### config.mk
export PLATFORM = sky130hd
export DESIGN_NAME = arlet6502_membridge
export DESIGN_NICKNAME = d
export VERILOG_FILES = /design/src/rtl/arlet6502_pkg.sv /design/src/rtl/arlet6502_membridge_bus_timeout.sv /design/src/rtl/arlet6502_membridge.sv
export SDC_FILE = /design/constraint.sdc
export NUM_CORES = 1
export LEC_CHECK = 0
export ABC_AREA = 1
export BUFFER_PORTS_ARGS = -buffer_cell sky130_fd_sc_hd__buf_2
export CELL_PAD_IN_SITES_DETAIL_PLACEMENT = 1
export CELL_PAD_IN_SITES_GLOBAL_PLACEMENT = 2
export CORE_UTILIZATION = 29
export CTS_CLUSTER_DIAMETER = 150
export DETAILED_ROUTE_END_ITERATION = 8
export PLACE_DENSITY_LB_ADDON = 0.12
export SLEW_MARGIN = 10
export SYNTH_ARGS = -nofsm -noshare
export SYNTH_HDL_FRONTEND = slang
export SYNTH_SLANG_ARGS = --single-unit
### constraint.sdc
create_clock -name clk -period 4.1 [get_ports clk]
set_input_delay 0.82 -clock clk [delete_from_list [all_inputs] [get_ports clk]]
set_output_delay 0.82 -clock clk [all_outputs]
set_load 0.01 [all_outputs]
### src/rtl/arlet6502_pkg.sv
// Shared types and constants for the arlet6502 memory bridge.
package arlet6502_pkg;

  typedef enum logic {
    ST_IDLE = 1'b0,
    ST_BUSY = 1'b1
  } bridge_state_e;

  localparam logic [7:0] ERR_DATA_DEFAULT = 8'hFF;

endpackage : arlet6502_pkg

### src/rtl/arlet6502_membridge_bus_timeout.sv
// Watchdog for an outstanding access: counts unacknowledged cycles,
// flags the forced-completion cycle and keeps a sticky error bit.
module bus_timeout #(
  parameter int unsigned TIMEOUT = 64
) (
  input  logic clk,
  input  logic reset,
  input  logic busy_i,
  input  logic ack_i,
  input  logic clear_i,
  input  logic err_clr_i,
  output logic tmo_c,
  output logic bus_err_o
);

  localparam int unsigned CNT_W = (TIMEOUT > 2) ? $clog2(TIMEOUT) : 1;
  localparam logic [CNT_W-1:0] CNT_LAST = CNT_W'(TIMEOUT - 1);

  logic [CNT_W-1:0] cnt_q, cnt_d;
  logic             err_q, err_d;

  // Forced completion fires on the last allowed cycle unless memory acks.
  assign tmo_c     = busy_i && !ack_i && (cnt_q == CNT_LAST);
  assign bus_err_o = err_q;

  // Next counter and sticky-error values; a new timeout beats a clear.
  always_comb begin
    cnt_d = cnt_q;
    err_d = err_q;
    if (clear_i) begin
      cnt_d = '0;
    end else if (busy_i && !ack_i) begin
      cnt_d = cnt_q + CNT_W'(1);
    end
    if (tmo_c) begin
      err_d = 1'b1;
    end else if (err_clr_i) begin
      err_d = 1'b0;
    end
  end

  // Counter and error flag registers.
  always_ff @(posedge clk or posedge reset) begin
    if (reset) begin
      cnt_q <= '0;
      err_q <= 1'b0;
    end else begin
      cnt_q <= cnt_d;
      err_q <= err_d;
    end
  end

endmodule : bus_timeout

### src/rtl/arlet6502_membridge.sv
// Bridges the 6502 core's single-cycle bus to a req/ack memory port,
// stalling the core through RDY while an access is outstanding.
module arlet6502_membridge
  import arlet6502_pkg::*;
#(
  parameter int unsigned TIMEOUT  = 64,
  parameter logic [7:0]  ERR_DATA = ERR_DATA_DEFAULT
) (
  input  logic        clk,
  input  logic        reset,
  input  logic [15:0] cpu_a,
  input  logic [7:0]  cpu_do,
  input  logic        cpu_we,
  output logic [7:0]  cpu_di,
  output logic        cpu_rdy,
  input  logic        hold,
  output logic        mem_req,
  output logic        mem_we,
  output logic [15:0] mem_addr,
  output logic [7:0]  mem_wdata,
  input  logic        mem_ack,
  input  logic [7:0]  mem_rdata,
  output logic        bus_err,
  input  logic        err_clr
);

  bridge_state_e state_q;
  logic [15:0]   addr_q;
  logic [7:0]    wdata_q;
  logic          we_q;
  logic [7:0]    rdata_q, rdata_d;
  logic          busy;
  logic          tmo;
  logic          done;

  assign busy = (state_q == ST_BUSY);
  assign done = busy && (mem_ack || tmo);

  // Core handshake: ready when idle or when the outstanding access ends.
  assign cpu_rdy = !hold && (!busy || done);

  // Live read data bypasses the holding register so zero-wait reads work.
  always_comb begin
    cpu_di = rdata_q;
    if (busy && mem_ack && !we_q) begin
      cpu_di = mem_rdata;
    end else if (tmo && !we_q) begin
      cpu_di = ERR_DATA;
    end
  end

  // Read data is latched only when a read completes.
  always_comb begin
    rdata_d = rdata_q;
    if (done && !we_q) begin
      rdata_d = mem_ack ? mem_rdata : ERR_DATA;
    end
  end

  // Bridge FSM with capture registers.
  always_ff @(posedge clk or posedge reset) begin
    if (reset) begin
      state_q <= ST_IDLE;
      addr_q  <= '0;
      wdata_q <= '0;
      we_q    <= 1'b0;
      rdata_q <= '0;
    end else begin
      rdata_q <= rdata_d;
      if (cpu_rdy) begin
        state_q <= ST_BUSY;
        addr_q  <= cpu_a;
        wdata_q <= cpu_do;
        we_q    <= cpu_we;
      end else if (done) begin
        state_q <= ST_IDLE;
      end
    end
  end

  assign mem_req   = busy;
  assign mem_we    = we_q;
  assign mem_addr  = addr_q;
  assign mem_wdata = wdata_q;

  // Timeout watchdog; restarts on every capture or completion.
  bus_timeout #(
    .TIMEOUT (TIMEOUT)
  ) u_bus_timeout (
    .clk       (clk),
    .reset     (reset),
    .busy_i    (busy),
    .ack_i     (mem_ack),
    .clear_i   (cpu_rdy || done),
    .err_clr_i (err_clr),
    .tmo_c     (tmo),
    .bus_err_o (bus_err)
  );

endmodule : arlet6502_membridge

==> flow_summary.json <==
{
  "n_fill_cell": 748,
  "grt_util_all_layers_pct": 15.0,
  "period_minus_slack_ps": 3220,
  "rsz0062_at_grt": "false",
  "fp.dieArea_um2": 6600,
  "vias": 1617,
  "min_period_over_period_pct": 78.5,
  "core_area_um2": 5990,
  "ys_top_cells_by_area": "dfrtp_1, nand2_1, nand3_1, nor2_1, a21oi_1",
  "hold_buffers": 0,
  "diodes": 0,
  "worstSetupPathType": "reg -> out",
  "p_leak_nw": 1.24,
  "worstSetupStartpointType": "register",
  "layout_common_cells": "buf_2, nand2_1, dfrtp_1, nand3_1, nor2_1",
  "multiInputGateArea_um2": 702,
  "seq_area_frac_synth_pct": 56.3,
  "setup_slack_ps": 883,
  "worst_pin_slew_ps": 887,
  "initial_utilization_pct": 30.4,
  "min_path_type": "reg -> reg",
  "synth_top_area_share_pct": 56.3,
  "ir_worst_vdd_uv": 145,
  "cp-end-kind": "output pin",
  "ant_nets": 0,
  "clockRootBuffer": "clkbuf_8",
  "pre_cts_ws_ps": 1170,
  "place.gp.congestion": 0.707,
  "firstDrtPassIters": 4,
  "hold_viol_final": 0,
  "syn_inst": 205,
  "cts_tree": "done",
  "cp.arrival_ps": 2400,
  "grt_pass1_vias": 1580,
  "fmax_mhz": 311,
  "critPathMaxFanout": 27,
  "final.setup_skew_ps": 7.04,
  "htreeDepth": 2,
  "synth-seq-cells": 41,
  "syn_avg_cell_area_um2": 8.89,
  "clk_path_buf_depth": 2,
  "status": "finished clean",
  "wl_per_cell_um": 12.8,
  "slew_headroom_pct": 40.7,
  "cts-buffers-inserted": 5,
  "die_width_um": 81.3,
  "reg2reg_depth": 6,
  "cts_setup_buffers": 0,
  "synth.largest_area_cell": "dfrtp_1",
  "setup_viol": 0,
  "r2r_start": "u_bus_timeout.cnt_q[0]",
  "fp.dieH_um": 81.3,
  "yosysWarnings": 0,
  "cts_resized": 0,
  "setup_tns_ps": 0,
  "dpl.hpwl_mm": 3.17,
  "cts.reportedPaths.clkPinSlew_ps": 80,
  "timing.rr.end": "mem_addr[14]",
  "clk_latency_ps": 290,
  "max_cap_viol_count": 0,
  "rrSetupSlack_ps": 1930,
  "wl_mm": 4.55,
  "overflow": 0,
  "ys_types": 23,
  "antenna_found_initial": 0,
  "holdPathEnd": "mem_wdata[5]",
  "min_from": "mem_wdata[5]",
  "area_growth_pct": 27.7,
  "drc": 0,
  "nNetsFinal": 317,
  "layout-drive-gt1-share_pct": 33.7,
  "whs_path_depth": 2,
  "slew_violations": 0,
  "port_buffers": 73,
  "critPathRequiredTime_ps": 3280,
  "drt_first_iter_violations": 34,
  "p_per_area_nw_per_um2": 430,
  "io-pin-count": 74,
  "final_common_cell": "buf_2",
  "synth.net_count": 244,
  "grt_pass1_wl_mm": 7.58,
  "cts_num_sinks": 41,
  "viasPerCell": 4.57,
  "seq_area_um2": 1030,
  "grt_max_degree": 42,
  "syn-cell-area_um2": 1820,
  "fp-row-count": 28
}
==> cell usage after synthesis, drive strengths merged <==
library cell / count
a21oi: 17
nand3: 27
ha: 1
dfrtp: 41
nand3b: 1
nand2: 64
xnor2: 2
a22oi: 1
inv: 10
clkbuf: 2
buf: 5
nand4: 2
o21ai: 2
nor2: 26
nor3: 1
o21bai: 3
==> cell families after synthesis <==
family                   count (synthesis)  synth area share, %
AO/OA/AOI/OAI                           23                 7.49
XOR/XNOR                                 2                0.962
adder cells (fa/ha/maj)                  1                0.687
buffers and inverters                   17                 5.15
flip-flops                              41                 56.3
AND/OR/NAND/NOR                        121                 29.4
==> how the worst max path moves through the flow <==
stage,startpoint,endpoint,slack (ps),depth (start not counted)
2_1_floorplan,mem_ack,cpu_di[0],1630,6
3_3_place_gp,u_bus_timeout.cnt_q[0],cpu_rdy,1170,6
3_5_place_dp,u_bus_timeout.cnt_q[0],cpu_rdy,1170,6
4_1_cts,u_bus_timeout.cnt_q[0],cpu_rdy,840,6
5_1_grt,u_bus_timeout.cnt_q[0],cpu_rdy,640,6
6_report,u_bus_timeout.cnt_q[0],cpu_rdy,880,6
==> metrics by stage <==
step | cell area [µm²] | util, % | instances | power (mW) | hold WS [ps]
after global placement | 2220 | 37.1 | 346 | 0.717 | 449
final | 2330 | 38.8 | 354 | 1.00 | 468
after global routing | 2330 | 38.8 | 354 | 1.06 | 487
after CTS | 2330 | 38.8 | 354 | 1.02 | 476
after floorplan | 1820 | - | 205 | 0.627 | 506
after detailed placement | 2220 | 37.1 | 346 | 0.721 | 455
==> state kept, by name, summed over array words and instances, names as in the netlist <==
register,flops
mem_addr,16
mem_wdata,8
rdata_q,8
u_bus_timeout.cnt_q,6
mem_req,1
mem_we,1
u_bus_timeout.bus_err_o,1
==> power breakdown <==
group	internal [mW]	switching [mW]	total, mW
logic	0.0916	0.126	0.217
registers	0.459	0.0300	0.489
clock network	0.152	0.141	0.293
total	0.703	0.297	1.00
==> worst max-delay path, cell delays in order (launching register included) <==
cell and delay, ps:
dfrtp_1 450, ha_1 220, nand3_1 180, o21ai_4 650, nand2_4 340, inv_1 120, buf_2 130
==> cell type report <==
| type | count | area share (%) |
|---|---|---|
| flip-flops and latches | 41 | 44.1 |
| inverters | 10 | 1.61 |
| repair buffers | 73 | 15.7 |
| clock inverters | 1 | 0.215 |
| clock buffers | 7 | 4.14 |
| well taps | 75 | 4.03 |
| multi-input cells | 147 | 30.2 |
==> per-layer routing <==
layer | part of all wire (%) | global-route usage [%] | vias up
met5 | 0 | 0 | -
met2 | 49 | 24.3 | 45
met3 | 5.3 | 3.71 | 4
met1 | 45 | 19.3 | 756
li1 | - | - | 812
met4 | 1.0 | 5.36 | 0
No activity file was read; power rests on OpenSTA's default activity.
